$ cat src/rtl/wiggle_sequencer_if.sv
// Control and pattern-output bundle for wiggle_sequencer.
// The master drives run control; the slave (the sequencer) drives the pattern and status.
interface wiggle_sequencer_if #(
    parameter int WIDTH = 14,
    parameter int DIV_W = 8
);
    logic             start;
    logic             stop;
    logic [1:0]       mode;
    logic [DIV_W-1:0] div;
    logic [7:0]       ja;
    logic [7:0]       jb;
    logic             led;
    logic             busy;
    logic             done;

    modport master (
        output start, stop, mode, div,
        input  ja, jb, led, busy, done
    );

    modport slave (
        input  start, stop, mode, div,
        output ja, jb, led, busy, done
    );
endinterface

$ cat src/rtl/wiggle_sequencer.sv
// Pattern sequencer: drives binary, walking-one, Gray or toggle-all patterns onto
// ja/jb at a programmable tick rate, for a fixed number of ticks per run.
module wiggle_sequencer #(
    parameter int WIDTH = 14,
    parameter int DIV_W = 8
) (
    input  logic               clk,
    input  logic               reset,
    wiggle_sequencer_if.slave  bus
);

    typedef enum logic [1:0] {
        IDLE = 2'd0,
        RUN  = 2'd1,
        DONE = 2'd2
    } state_t;

    localparam logic [1:0] MODE_BIN    = 2'b00;
    localparam logic [1:0] MODE_WALK   = 2'b01;
    localparam logic [1:0] MODE_GRAY   = 2'b10;
    localparam logic [1:0] MODE_TOGGLE = 2'b11;

    // Step counter compares against limit-1 so the full 2^WIDTH count fits in WIDTH bits.
    localparam logic [WIDTH-1:0] LAST_BIN    = '1;
    localparam logic [WIDTH-1:0] LAST_WALK   = WIDTH'(WIDTH - 1);
    localparam logic [WIDTH-1:0] LAST_TOGGLE = WIDTH'(255);

    state_t           state_q;
    logic [1:0]       mode_q;
    logic [DIV_W-1:0] div_q;
    logic [DIV_W-1:0] presc_q;
    logic [WIDTH-1:0] step_q;
    logic [WIDTH-1:0] bin_q;
    logic [WIDTH-1:0] pat_q;
    logic             led_q;
    logic             busy_q;
    logic             done_q;

    logic             tick_d;
    logic [WIDTH-1:0] bin_d;
    logic [WIDTH-1:0] pat_d;
    logic [WIDTH-1:0] last_d;

    // NOTE: every combinational output gets a default first, so no path can infer a latch.
    always_comb begin
        tick_d = (presc_q == div_q);
        bin_d  = bin_q + 1'b1;
        pat_d  = pat_q;
        last_d = LAST_BIN;
        case (mode_q)
            MODE_BIN: begin
                pat_d  = bin_d;
                last_d = LAST_BIN;
            end
            MODE_WALK: begin
                pat_d  = {pat_q[WIDTH-2:0], pat_q[WIDTH-1]};
                last_d = LAST_WALK;
            end
            MODE_GRAY: begin
                pat_d  = bin_d ^ (bin_d >> 1);
                last_d = LAST_BIN;
            end
            MODE_TOGGLE: begin
                pat_d  = ~pat_q;
                last_d = LAST_TOGGLE;
            end
            default: begin
                pat_d  = pat_q;
                last_d = LAST_BIN;
            end
        endcase
    end

    // NOTE: sequential state uses non-blocking assignments so every register sees pre-edge values.
    always_ff @(posedge clk or posedge reset) begin
        if (reset) begin
            state_q <= IDLE;
            mode_q  <= MODE_BIN;
            div_q   <= '0;
            presc_q <= '0;
            step_q  <= '0;
            bin_q   <= '0;
            pat_q   <= '0;
            led_q   <= 1'b0;
            busy_q  <= 1'b0;
            done_q  <= 1'b0;
        end else begin
            done_q <= 1'b0;
            case (state_q)
                IDLE: begin
                    if (bus.start && !bus.stop) begin
                        state_q <= RUN;
                        mode_q  <= bus.mode;
                        div_q   <= bus.div;
                        presc_q <= '0;
                        step_q  <= '0;
                        bin_q   <= '0;
                        pat_q   <= (bus.mode == MODE_WALK) ? WIDTH'(1) : '0;
                        led_q   <= 1'b1;
                        busy_q  <= 1'b1;
                    end
                end
                RUN: begin
                    if (bus.stop) begin
                        state_q <= IDLE;
                        pat_q   <= '0;
                        led_q   <= 1'b0;
                        busy_q  <= 1'b0;
                    end else if (tick_d) begin
                        presc_q <= '0;
                        step_q  <= step_q + 1'b1;
                        bin_q   <= bin_d;
                        pat_q   <= pat_d;
                        if (step_q == last_d) begin
                            state_q <= DONE;
                            led_q   <= 1'b0;
                            done_q  <= 1'b1;
                        end
                    end else begin
                        presc_q <= presc_q + 1'b1;
                    end
                end
                DONE: begin
                    state_q <= IDLE;
                    busy_q  <= 1'b0;
                end
                default: begin
                    state_q <= IDLE;
                    led_q   <= 1'b0;
                    busy_q  <= 1'b0;
                end
            endcase
        end
    end

    assign bus.ja   = pat_q[7:0];
    assign bus.jb   = {{(16 - WIDTH){1'b0}}, pat_q[WIDTH-1:8]};
    assign bus.led  = led_q;
    assign bus.busy = busy_q;
    assign bus.done = done_q;

endmodule

$ cat src/flat_wrapper.sv
// flat-port wrapper written by rule: the top's interface ports become plain ports
module wiggle_sequencer_flat 
#(
    parameter int WIDTH = 14,
    parameter int DIV_W = 8
)
  (clk, reset, bus_start, bus_stop, bus_mode, bus_div, bus_ja, bus_jb, bus_led, bus_busy, bus_done);
  wiggle_sequencer_if #(.WIDTH(WIDTH), .DIV_W(DIV_W)) bus_i ();
  input  logic clk;
  input  logic reset;
  input wire logic [$bits(bus_i.start)-1:0] bus_start;
  input wire logic [$bits(bus_i.stop)-1:0] bus_stop;
  input wire logic [$bits(bus_i.mode)-1:0] bus_mode;
  input wire logic [$bits(bus_i.div)-1:0] bus_div;
  output wire logic [$bits(bus_i.ja)-1:0] bus_ja;
  output wire logic [$bits(bus_i.jb)-1:0] bus_jb;
  output wire logic [$bits(bus_i.led)-1:0] bus_led;
  output wire logic [$bits(bus_i.busy)-1:0] bus_busy;
  output wire logic [$bits(bus_i.done)-1:0] bus_done;
  assign bus_i.start = bus_start;
  assign bus_i.stop = bus_stop;
  assign bus_i.mode = bus_mode;
  assign bus_i.div = bus_div;
  assign bus_ja = bus_i.ja;
  assign bus_jb = bus_i.jb;
  assign bus_led = bus_i.led;
  assign bus_busy = bus_i.busy;
  assign bus_done = bus_i.done;
  wiggle_sequencer #(.WIDTH(WIDTH), .DIV_W(DIV_W)) u_core (.clk(clk), .reset(reset), .bus(bus_i));
endmodule
$ cat config.mk
export PLATFORM = sky130hd
export DESIGN_NAME = wiggle_sequencer_flat
export DESIGN_NICKNAME = d
export VERILOG_FILES = /design/src/rtl/wiggle_sequencer_if.sv /design/src/rtl/wiggle_sequencer.sv /design/src/flat_wrapper.sv
export SDC_FILE = /design/constraint.sdc
export NUM_CORES = 1
export LEC_CHECK = 0
export ABC_AREA = 1
export BUFFER_PORTS_ARGS = -buffer_cell sky130_fd_sc_hd__clkbuf_2
export CAP_MARGIN = 20
export CORE_AREA = 10 10 138 140
export CTS_CLUSTER_SIZE = 10
export DETAILED_ROUTE_END_ITERATION = 12
export DIE_AREA = 0 0 148 150
export GPL_TIMING_DRIVEN = 0
export PLACE_DENSITY = 0.44
export SKIP_CTS_REPAIR_TIMING = 1
export SLEW_MARGIN = 20
export SYNTH_ARGS = -nofsm -noshare
export SYNTH_HDL_FRONTEND = slang
export SYNTH_SLANG_ARGS = --single-unit
$ cat constraint.sdc
create_clock -name clk -period 1.95 [get_ports clk]
set_input_delay 0.2925 -clock clk [delete_from_list [all_inputs] [get_ports clk]]
set_output_delay 0.2925 -clock clk [all_outputs]
set_load 0.005 [all_outputs]
=== After elaboration in Yosys (flattened, before gate mapping) ===
Cells that the tools add are included.
W data, S select, Z words.

* Add/subtract/negate cells: 3
* Eq/ne operators: 14
* Muxes and demuxes: 34
* Bitwise gates (word level): 3
* Reduce and logical (&&, ||, !) cells: 13

{| class="wikitable"
|+ Operator list
! cell !! number
|-
| $mux W14 || 8
|-
| $pmux W14 S2 || 3
|-
| $pmux W14 S4 || 1
|-
| $pmux W14 S3 || 1
|-
| $add A14 B1 Y14 const B || 2
|-
| $mux W8 || 3
|-
| $pmux W8 S2 || 1
|-
| $eq A14 B14 Y1 || 1
|-
| $not A14 Y14 || 1
|-
| $xor A14 B13 Y14 || 1
|-
| $mux W1 || 10
|-
| $reduce_and A3 Y1 || 3
|-
| $add A8 B1 Y8 const B || 1
|-
| $eq A8 B8 Y1 || 1
|-
| $mux W2 || 4
|-
| $reduce_and A4 Y1 || 2
|-
| $eq A2 B1 Y1 const B || 3
|-
| $eq A2 B2 Y1 const B || 3
|-
| $ne A3 B2 Y1 const B || 2
|-
| $logic_not A2 Y1 || 2
|-
| $ne A2 B1 Y1 const B || 2
|-
| $ne A2 B2 Y1 const B || 2
|-
| $pmux W2 S2 || 1
|-
| $reduce_and A2 Y1 || 2
|-
| 7 further kinds || 7
|}

* Bits in registers: 65
* Input bits: 14
* Output and inout port bits: 19
* Logic and storage cells: 77

=== Longest topological paths before layout ===
Gate-level depths: netlist of the first run.

* Depth after elaboration: 8
* Gate-level depth with buffers: 12
* Gate-level depth less buffers: 12

=== Worst setup path after synthesis of the first run ===
No wires, ideal clock.

* Kind: reg2reg
* From: register u_core.bin_q[0]
* To: register u_core.pat_q[8]
* Arrival: 1.467 ns
* Required time: 1.833 ns
* Setup slack: 0.366 ns
* Stages on the path, launching flop included: 11
* Buffers on the path: 0
* Clock period less this slack: 1.584 ns
* Path through: dfrtp_1 ha_1 nand2_1 nor2_2 nand2_1 xor2_1 nand3_1 nand3_1 nand2_1 nand2_1 nand2_1

* Word-level cells in the longest chain between the ends: 6

{| class="wikitable"
|+ Ends and longest elaborated chain
! what !! line !! source
|-
| from (decl) || wiggle_sequencer.sv:33 || <nowiki>logic [WIDTH-1:0] bin_q;</nowiki>
|-
| from (signal assigned) || wiggle_sequencer.sv:112 || <nowiki>bin_q <= bin_d;</nowiki>
|-
| $add A14 B1 Y14 (*) || wiggle_sequencer.sv:47 || <nowiki>bin_d = bin_q + 1'b1;</nowiki>
|-
| $xor A14 B13 Y14 || wiggle_sequencer.sv:60 || <nowiki>pat_d = bin_d ^ (bin_d >> 1);</nowiki>
|-
| $pmux W14 S4 (*) || wiggle_sequencer.sv:50 || <nowiki>case (mode_q)</nowiki>
|-
| $mux W14 (*) || wiggle_sequencer.sv:109 || <nowiki>end else if (tick_d) begin</nowiki>
|-
| $mux W14 (*) || wiggle_sequencer.sv:104 || <nowiki>if (bus.stop) begin</nowiki>
|-
| $pmux W14 S2 (*) || wiggle_sequencer.sv:89 || <nowiki>case (state_q)</nowiki>
|-
| to (signal assigned) || wiggle_sequencer.sv:98 || <nowiki>pat_q <= (bus.mode == MODE_WALK) ? WIDTH'(1) : '0;</nowiki>
|-
| to (signal assigned) || wiggle_sequencer.sv:113 || <nowiki>pat_q <= pat_d;</nowiki>
|-
| to (decl) || wiggle_sequencer.sv:34 || <nowiki>logic [WIDTH-1:0] pat_q;</nowiki>
|}

Mark *: on every way between the ends. The rest lies on a longest branch, timed or not. The select of a mux whose other input is x is not followed.
A chain may end at the register's enable or synchronous reset.

=== Final worst setup path of the first run ===
Ends and elaborated chain as after synthesis.

==> results of run 1 <==
[stage by stage]
step	cells	util [%]	hold slack [ns]
floorplan	544	-	0.443
detailed placement	795	27.5	0.284
CTS	811	29.1	-0.0722
global placement	794	27.3	0.461
global route	814	29.5	0.186
finish	814	29.5	0.186
[power by group through the flow]
| stage | combinational (uW) | clock, uW | sequential, uW |
|---|---|---|---|
| after floorplan | 1040 | 0 | 1670 |
| after global placement | 1350 | 0 | 1710 |
| after detailed placement | 1360 | 0 | 1720 |
| after CTS | 1370 | 1550 | 1690 |
| after global routing | 1550 | 1600 | 1720 |
| final | 1360 | 1500 | 1690 |
[worst min-delay path by stage]
stage,from,endpoint,slack [ns],depth (start not counted)
2_1_floorplan,bus_div[0],u_core.div_q[0]$_DFFE_PP0P_,0.44,1
3_3_place_gp,u_core.bus.led$_DFFE_PP0P_,u_core.bus.led$_DFFE_PP0P_,0.46,2
3_5_place_dp,reset,u_core.bin_q[11]$_DFFE_PP0P_,0.28,2
4_1_cts,reset,u_core.pat_q[10]$_DFFE_PP0P_,-0.07,2
5_1_grt,bus_div[7],u_core.div_q[7]$_DFFE_PP0P_,0.19,2
6_report,bus_div[1],u_core.div_q[1]$_DFFE_PP0P_,0.19,2
[logic make-up after synthesis]
logic type / count (synthesis) / synth area share (%)
AND/OR/NAND/NOR: 301 / 33.0
XOR/XNOR: 22 / 4.78
adder cells (fa/ha/maj): 3 / 0.932
flip-flops: 65 / 40.4
buffers and inverters: 69 / 7.61
AO/OA/AOI/OAI: 76 / 11.5
other: 1 / 0.0931
multiplexers: 6 / 1.68
[final cells by class]
class	count	area, um^2
fill	1811	11500
sequential	65	1630
clock inverter	7	47.5
tap	220	275
inverter	58	223
multi-input combinational	410	2130
clock buffer	9	225
buffer	11	86.3
timing repair buffer	34	203
[metal layers]
layer | track usage, % | vias up | wire length [um]
li1 | - | 1844 | -
met1 | 12.7 | 1686 | 5250
met2 | 16.4 | 67 | 5000
met3 | 1.90 | 15 | 375
met4 | 4.56 | 0 | 247
met5 | 0 | - | 0
[cell usage after synthesis (all sizes together)]
cell type    n  area share, %
inv         58            5.5
nor4         2           0.31
a31oi        1           0.16
o211ai       3           0.56
a21oi       15            1.9
a21boi       1           0.19
ha           3           0.93
a211oi       1           0.19
buf         11            2.1
xnor2        8            1.7
nand2      189             19
o22ai       15            3.3
dfrtp       65             40
o21ai       36            4.5
o221ai       1           0.22
o21bai       1           0.19
nor3         6           0.87
xor2        14            3.0
o31ai        1           0.19
a32oi        1           0.22
conb         1          0.093
nor2        57            6.3
nand3b       2           0.37
mux2         6            1.7
and3         1           0.16
nand3       39            5.6
nand4        5           0.78
[registers in the layout, summed over array words and instances, names as in the netlist]
name,cells
u_core.bus.led,1
u_core.bus.busy,1
u_core.mode_q,2
u_core.bus.done,1
u_core.step_q,14
u_core.bin_q,14
u_core.state_q,2
u_core.pat_q,14
u_core.presc_q,8
u_core.div_q,8
==> reports/metrics.yaml, run 1 <==
ios: 33
firstDrtPassIters: 5
initial_core_util_pct: 24.6
fin_crit_sh_pct: 91.3
holdCritPathClass: "in -> reg"
place_area_mm2: 0.00449
max_stage_delay_ns: 0.41
clockPowerShare_pct: 32.9
clk_latency_ns: 0.33
place_hpwl_mm: 8.36
cts-root-buf: "clkbuf_16"
grt_max_degree: 45
path_depth: 10
critPathLaunchType: "flip-flop"
chipHeight_um: 150
worstPathMaxFanout: 6
crit_start: "u_core.bin_q[0]$_DFFE_PP0P_"
avgSynthCellArea_um2: 7.42
area_growth_pct: 19.5
p_switching_uw: 1660
routabilityCongestion: 0.866
hold_violations: 0
drive_above_1_share_pct: 18.2
grt_antenna_before_repair: 0
layout_commonest_cell: "nand2_1"
critical_path_class: "reg -> reg"
synth_cells: 543
cts.htree.levels: 3
drc: 0
p_sw_share_pct: 36.6
p_comb_share_pct: 29.9
placementRows: 47
worstReg2RegEnd: "u_core.pat_q[8]$_DFFE_PP0P_"
design_area_mm2: 0.00481
p_int_uw: 2880
clock.fmax_mhz: 561
cp-end-kind: "flip-flop"
skew_ns: 0.00743
slew_headroom_pct: 62.5
worst_ep_required_time_ns: 2.18
final.min_clock_period_ns: 1.78
dieArea_mm2: 0.0222
r2r_setup_slack_ns: 0.17
worstMarginPinSlew_ns: 0.561
numCtsBuffers: 9
cts_tree: "built"
critPathArrivalTime_ns: 2.01
drt_first_iter_violations: 217
rsz0062_at_grt: "no"
drv_slew: 0
nNetsFinal: 606
power_density_mw_per_mm2: 944
yosys_register_bits: 65
syn_area_mm2: 0.00403
ir_drop_mv: 0.469
worst-path-buf-inv: 0
grt_overflow: 0
timing.final.ws_setup_ns: 0.169
grt_pass1_wl_mm: 18.1
setup_viol: 0
rr_worst_depth: 10
portBuffers: 30
via_per_inst: 4.44
critPathSlowestCell: "dfrtp_2"
r2r_start: "u_core.bin_q[0]$_DFFE_PP0P_"
grtUsageTotal_pct: 10.1
power_uw: 4540
drv_cap: 0
power.leakage_uw: 0.00225
ant_nets: 0
ys_warn_count: 0
clock_path_buffers: 2
antenna_cells: 0
vias: 3612
crit_top_cell: "nand2_1"
die_w_um: 148
grt_pass1_vias: 3515
ys_types: 42
mostFrequentLayoutCells: "nand2_1 (181), dfrtp_1 (64), nor2_1 (49)"
core_mm2: 0.0163
status: "completed"
clock_sinks: 65
fin_setup_tns_ns: 0
drt-total-wl_mm: 10.9
clk_pin_slew_worst_paths_ns: 0.06
cpLargestDelayFamily: "simple AND/OR/NAND/NOR gates"
crit_end: "u_core.pat_q[8]$_DFFE_PP0P_"
crit_chain: "ha_1 -> nand2_1 -> nor2_4 -> nand2_1 -> xor2_2 -> nand3_1 -> nand3_1 -> nand2_1 -> nand2_1 -> nand2_1"
pre_cts_ws_ns: -0.00957
power_frac_seq_pct: 37.2
synth_seq_area_share_pct: 40.4
wl_per_cell_um: 13.4
(Power assumes the default switching activity.)
==> run 2: changes to the inputs <==
- PLACE_DENSITY: 0.44 -> 0.39
==> reports/metrics.yaml, run 2 (synthesis gave the netlist of run 1 again) <==
hold_depth: 2  # unchanged
holdCritPathClass: "in -> reg"
reg.largest.list: "u_core.bin_q x14, u_core.pat_q x14, u_core.step_q x14"
firstDrtPassIters: 4  # -1
p_sw_share_pct: 34.6  # -2.0 points
vias: 3542  # -1.9%
timing.final.ws_setup_ns: 0.161  # -0.00804 ns
wl_per_cell_um: 13.9  # +3.8%
power_density_mw_per_mm2: 988  # +4.6%
drive_above_1_share_pct: 17.7  # -0.45 points
worst-path-buf-inv: 2  # +2
grt_max_degree: 46  # +2.2%
max_stage_delay_ns: 0.49  # +0.08 ns
dp_cells: 795  # unchanged
drc: 0  # unchanged
layout_commonest_cell: "nand2_1"
worstReg2RegEnd: "u_core.pat_q[1]$_DFFE_PP0P_"
ios: 33  # unchanged
clockPowerShare_pct: 36.3  # +3.4 points
grt_antenna_before_repair: 0  # unchanged
placementRows: 47  # unchanged
ir_drop_mv: 0.470  # about the same
cts.htree.levels: 3  # unchanged
place_hpwl_mm: 8.50  # +1.7%
clk_latency_ns: 0.34  # about the same
hp-start: "bus_div[5]"
die_w_um: 148  # unchanged
crit_chain: "buf_2 -> nor2_1 -> inv_1 -> o211ai_1 -> nand2_1"
dieArea_mm2: 0.0222  # unchanged
nNetsFinal: 604  # -0.33%
drv_slew: 0  # unchanged
skew_ns: 0.0100  # +0.00258 ns
final.min_clock_period_ns: 1.79  # +0.00804 ns
p_int_uw: 3140  # +9.1%
via_per_inst: 4.36  # -1.7%
cp-end-kind: "flip-flop"
clk_pin_slew_worst_paths_ns: 0.06  # about the same
crit_start: "u_core.mode_q[1]$_DFFE_PP0P_"
worst_ep_required_time_ns: 2.17  # about the same
fin_setup_tns_ns: 0  # unchanged
pre_cts_ws_ns: -0.0325  # -0.0229 ns
portBuffers: 30  # unchanged
p_switching_uw: 1660  # -0.11%
drt-total-wl_mm: 11.3  # +3.5%
area_growth_pct: 20.7
power_frac_seq_pct: 35.2  # -2.0 points
critical_path_class: "reg -> reg"
utilization_pct: 29.8  # +0.31 points
numCtsBuffers: 9  # unchanged
r2r_setup_slack_ns: 0.16  # about the same
routabilityCongestion: 0.824  # -4.9%
worstPathMaxFanout: 10  # +4
final-seq-area_mm2: 0.00163  # unchanged
hold_violations: 0  # unchanged
rsz0062_at_grt: "no"
setup_viol: 0  # unchanged
grt_pass1_vias: 3583  # +1.9%
cts-root-buf: "clkbuf_16"
drt_first_iter_violations: 212  # -2.3%
mostFrequentLayoutCells: "nand2_1 (180), dfrtp_1 (64), nor2_1 (49)"
grt_pass1_wl_mm: 19.1  # +5.4%
worstMarginPinSlew_ns: 0.602  # +0.0413 ns
clock.fmax_mhz: 559  # -0.45%
finalNonFillerCells: 812  # -0.25%
ant_nets: 0  # unchanged
cts_tree: "built"
status: "completed"
cpLargestDelayFamily: "simple AND/OR/NAND/NOR gates"
hold_path_end: "u_core.div_q[5]$_DFFE_PP0P_"
multi_input_area_mm2: 0.00215  # +1.2%
chipHeight_um: 150  # unchanged
fin_crit_sh_pct: 91.8  # +0.41 points
p_comb_share_pct: 28.5  # -1.4 points
drv_cap: 0  # unchanged
initial_core_util_pct: 24.6  # unchanged
rr_worst_depth: 5  # -5
grt_overflow: 0  # unchanged
antenna_cells: 0  # unchanged
critPathSlowestCell: "nor2_1"
core_mm2: 0.0163  # unchanged
fillCellCount: 1817  # +0.33%
r2r_start: "u_core.mode_q[1]$_DFFE_PP0P_"
power.leakage_uw: 0.00227  # +0.49%
slew_headroom_pct: 59.7  # -2.8 points
grtUsageTotal_pct: 10.8  # +0.75 points
hold_ws_ns: 0.178  # -0.00804 ns
clock_path_buffers: 2  # unchanged
critPathArrivalTime_ns: 2.01  # about the same
clock_sinks: 65  # unchanged
critPathLaunchType: "flip-flop"
run 2: changes by cell type in the layout (fill, tap and decap cells not counted):
| cell | delta |
|---|---|
| nand2_2 | +1 |
| nand2_1 | -1 |
| clkinv_2 | -2 |
| buf_4 | -2 |
| xor2_2 | -2 |
| xor2_4 | +2 |
| clkbuf_1 | +2 |
| clkinv_4 | -2 |
| bufinv_16 | +2 |
run 2: area by class of cell:
cell class	instances	area share (%)
Tap cell	220	5.66
Clock inverter	5	1.65
Timing Repair Buffer	32	3.86
Buffer	11	1.77
Sequential cell	65	33.5
Clock buffer	11	4.78
Multi-Input combinational cell	410	44.2
Inverter	58	4.58
run 2: worst max-delay path by stage:
stage	to	cells past startpoint
floorplan	u_core.bin_q[0]$_DFFE_PP0P_	1
global placement	u_core.step_q[6]$_DFFE_PP0P_	2
detailed placement	u_core.pat_q[8]$_DFFE_PP0P_	10
CTS	u_core.pat_q[8]$_DFFE_PP0P_	10
global route	u_core.pat_q[8]$_DFFE_PP0P_	10
finish	u_core.pat_q[1]$_DFFE_PP0P_	5
run 2: stage by stage:
| step | instance area, um^2 | total power [uW] |
|---|---|---|
| 3_3_place_gp | 4460 | 3080 |
| 3_5_place_dp | 4490 | 3090 |
| 4_1_cts | 4800 | 4870 |
| 5_1_grt | 4860 | 5180 |
| 2_1_floorplan | 4030 | 2710 |
| 6_report | 4860 | 4810 |
run 2: routing by layer:
metal | track usage [%] | wire [um]
met1 | 14.7 | 5810
met2 | 16.0 | 4830
met3 | 2.75 | 412
met4 | 4.61 | 210
met5 | 0 | 0
run 2: power groups by stage:
stage               Combinational (uW)  Clock (uW)  Sequential [uW]
detailed placement                1370           0             1710
floorplan                         1040           0             1670
CTS                               1380        1800             1690
finish                            1370        1750             1690
global placement                  1370           0             1710
global route                      1580        1880             1730
==> run 3: changes to the inputs <==
- BUFFER_PORTS_ARGS: -buffer_cell sky130_fd_sc_hd__clkbuf_2 -> -buffer_cell sky130_fd_sc_hd__buf_2
==> reports/metrics.yaml, run 3 (synthesis gave the netlist of run 1 again) <==
cts-root-buf: "clkbuf_16"
fin_setup_tns_ns: 0  # unchanged
dieArea_mm2: 0.0222  # unchanged
worstMarginPinSlew_ns: 0.548  # -0.0540 ns
ios: 33  # unchanged
reg.largest.list: "u_core.bin_q x14, u_core.pat_q x14, u_core.step_q x14"
max_stage_delay_ns: 0.41  # -0.08 ns
firstDrtPassIters: 4  # unchanged
slew_headroom_pct: 63.3  # +3.6 points
pre_cts_ws_ns: -0.0322  # +0.000323 ns
clk_latency_ns: 0.35  # about the same
fillCellCount: 1820  # +0.17%
worst_ep_required_time_ns: 2.18  # about the same
initial_core_util_pct: 24.6  # unchanged
grt_antenna_before_repair: 0  # unchanged
grt_pass1_wl_mm: 19.1  # -0.11%
rsz0062_at_grt: "no"
rr_worst_depth: 12  # +7
setup_viol: 0  # unchanged
wl_per_cell_um: 13.9  # about the same
antenna_cells: 0  # unchanged
ant_nets: 0  # unchanged
critPathArrivalTime_ns: 2.02  # about the same
core_mm2: 0.0163  # unchanged
area_growth_pct: 20.5
crit_chain: "ha_1 -> nand2_1 -> nor2_4 -> nand3_1 -> nand2_1 -> nand2_1 -> inv_1 -> nand2_1 -> nand3_1 -> nand2_1 -> nand2_1 -> nand2_1"
dp_cells: 795  # unchanged
cp-end-kind: "flip-flop"
timing.final.ws_setup_ns: 0.165  # +0.00423 ns
hold_path_end: "u_core.div_q[5]$_DFFE_PP0P_"
power_density_mw_per_mm2: 994  # +0.63%
layout_commonest_cell: "nand2_1"
drive_above_1_share_pct: 17.6  # -0.11 points
grt_pass1_vias: 3633  # +1.4%
portBuffers: 30  # unchanged
mostFrequentLayoutCells: "nand2_1 (181), dfrtp_1 (64), nor2_1 (49)"
grt_max_degree: 51  # +11%
nNetsFinal: 604  # unchanged
final-seq-area_mm2: 0.00163  # unchanged
cts_tree: "built"
clock_path_buffers: 2  # unchanged
critPathSlowestCell: "dfrtp_2"
clock_sinks: 65  # unchanged
drt-total-wl_mm: 11.2  # -0.34%
worstReg2RegEnd: "u_core.pat_q[12]$_DFFE_PP0P_"
finalNonFillerCells: 810  # -0.25%
drv_cap: 0  # unchanged
skew_ns: 0.00790  # -0.00210 ns
chipHeight_um: 150  # unchanged
clock.fmax_mhz: 560  # +0.24%
place_hpwl_mm: 8.55  # +0.58%
cts.htree.levels: 3  # unchanged
critical_path_class: "reg -> reg"
numCtsBuffers: 9  # unchanged
power.leakage_uw: 0.00229  # +0.92%
holdCritPathClass: "in -> reg"
r2r_start: "u_core.bin_q[0]$_DFFE_PP0P_"
status: "completed"
hold_depth: 2  # unchanged
hold_violations: 0  # unchanged
routabilityCongestion: 0.829  # +0.69%
via_per_inst: 4.38  # +0.39%
fin_crit_sh_pct: 91.5  # -0.22 points
drv_slew: 0  # unchanged
multi_input_area_mm2: 0.00214  # -0.64%
clk_pin_slew_worst_paths_ns: 0.05  # about the same
critPathLaunchType: "flip-flop"
grt_overflow: 0  # unchanged
hold_ws_ns: 0.178  # +0.000343 ns
placementRows: 47  # unchanged
vias: 3547  # +0.14%
drc: 0  # unchanged
die_w_um: 148  # unchanged
grtUsageTotal_pct: 10.8  # -0.070 points
final.min_clock_period_ns: 1.79  # -0.00423 ns
crit_top_cell: "nand2_1"
hp-start: "bus_div[5]"
ir_drop_mv: 0.460  # -2.0%
r2r_setup_slack_ns: 0.16  # about the same
worstPathMaxFanout: 6  # -4
drt_first_iter_violations: 167  # -21%
==> run 3: cell types whose count changed in the layout (fill, tap and decap cells not counted), sizes merged <==
cell,delta
buf,+30
clkbuf,-30
clkinvlp,-2
==> run 3: final cells by class <==
| type | count | area share [%] |
|---|---|---|
| Sequential cell | 65 | 33.5 |
| Clock buffer | 11 | 5.20 |
| Inverter | 58 | 4.59 |
| Timing Repair Buffer | 32 | 3.86 |
| Multi-Input combinational cell | 410 | 44.0 |
| Clock inverter | 3 | 1.34 |
| Buffer | 11 | 1.78 |
| Tap cell | 220 | 5.67 |
==> run 3: layer usage <==
metal  GRT usage, %  wire [um]  vias to the layer above  share of wire [%]
met5              0          0                        -                  0
met2           16.2       4930                       70                 44
met1           14.5       5660                     1621                 50
met4           5.00        183                        0                1.6
li1               -          -                     1844                  -
met3           2.11        458                       12                4.1
==> run 3: critical path, delay by kind of cell, from the launching register on <==
family	cells	cell delay (ns)
buf+inv	1	0.16
simple gates	10	0.91
flops	1	0.41
fa+ha+maj	1	0.19
==> run 3: report_power, final <==
part	internal, uW	switching, uW
Combinational	502	855
Clock	1170	605
Sequential	1530	167
==> run 3: how the worst max path moves through the flow <==
stage,startpoint,to,slack (ns),cells past startpoint
floorplan,reset,u_core.bin_q[0]$_DFFE_PP0P_,0.03,1
global placement,reset,u_core.step_q[6]$_DFFE_PP0P_,-1.12,2
detailed placement,u_core.bin_q[0]$_DFFE_PP0P_,u_core.pat_q[8]$_DFFE_PP0P_,-0.03,10
CTS,u_core.bin_q[0]$_DFFE_PP0P_,u_core.pat_q[8]$_DFFE_PP0P_,-0.06,10
global route,u_core.bin_q[0]$_DFFE_PP0P_,u_core.pat_q[12]$_DFFE_PP0P_,0.002,12
finish,u_core.bin_q[0]$_DFFE_PP0P_,u_core.pat_q[12]$_DFFE_PP0P_,0.16,12
==> run 3: through the flow <==
stage	cell area, um^2	utilization [%]	total power [uW]
global route	4860	29.7	5180
detailed placement	4490	27.5	3090
floorplan	4030	-	2710
global placement	4460	27.3	3080
CTS	4810	29.4	4900
finish	4860	29.7	4830
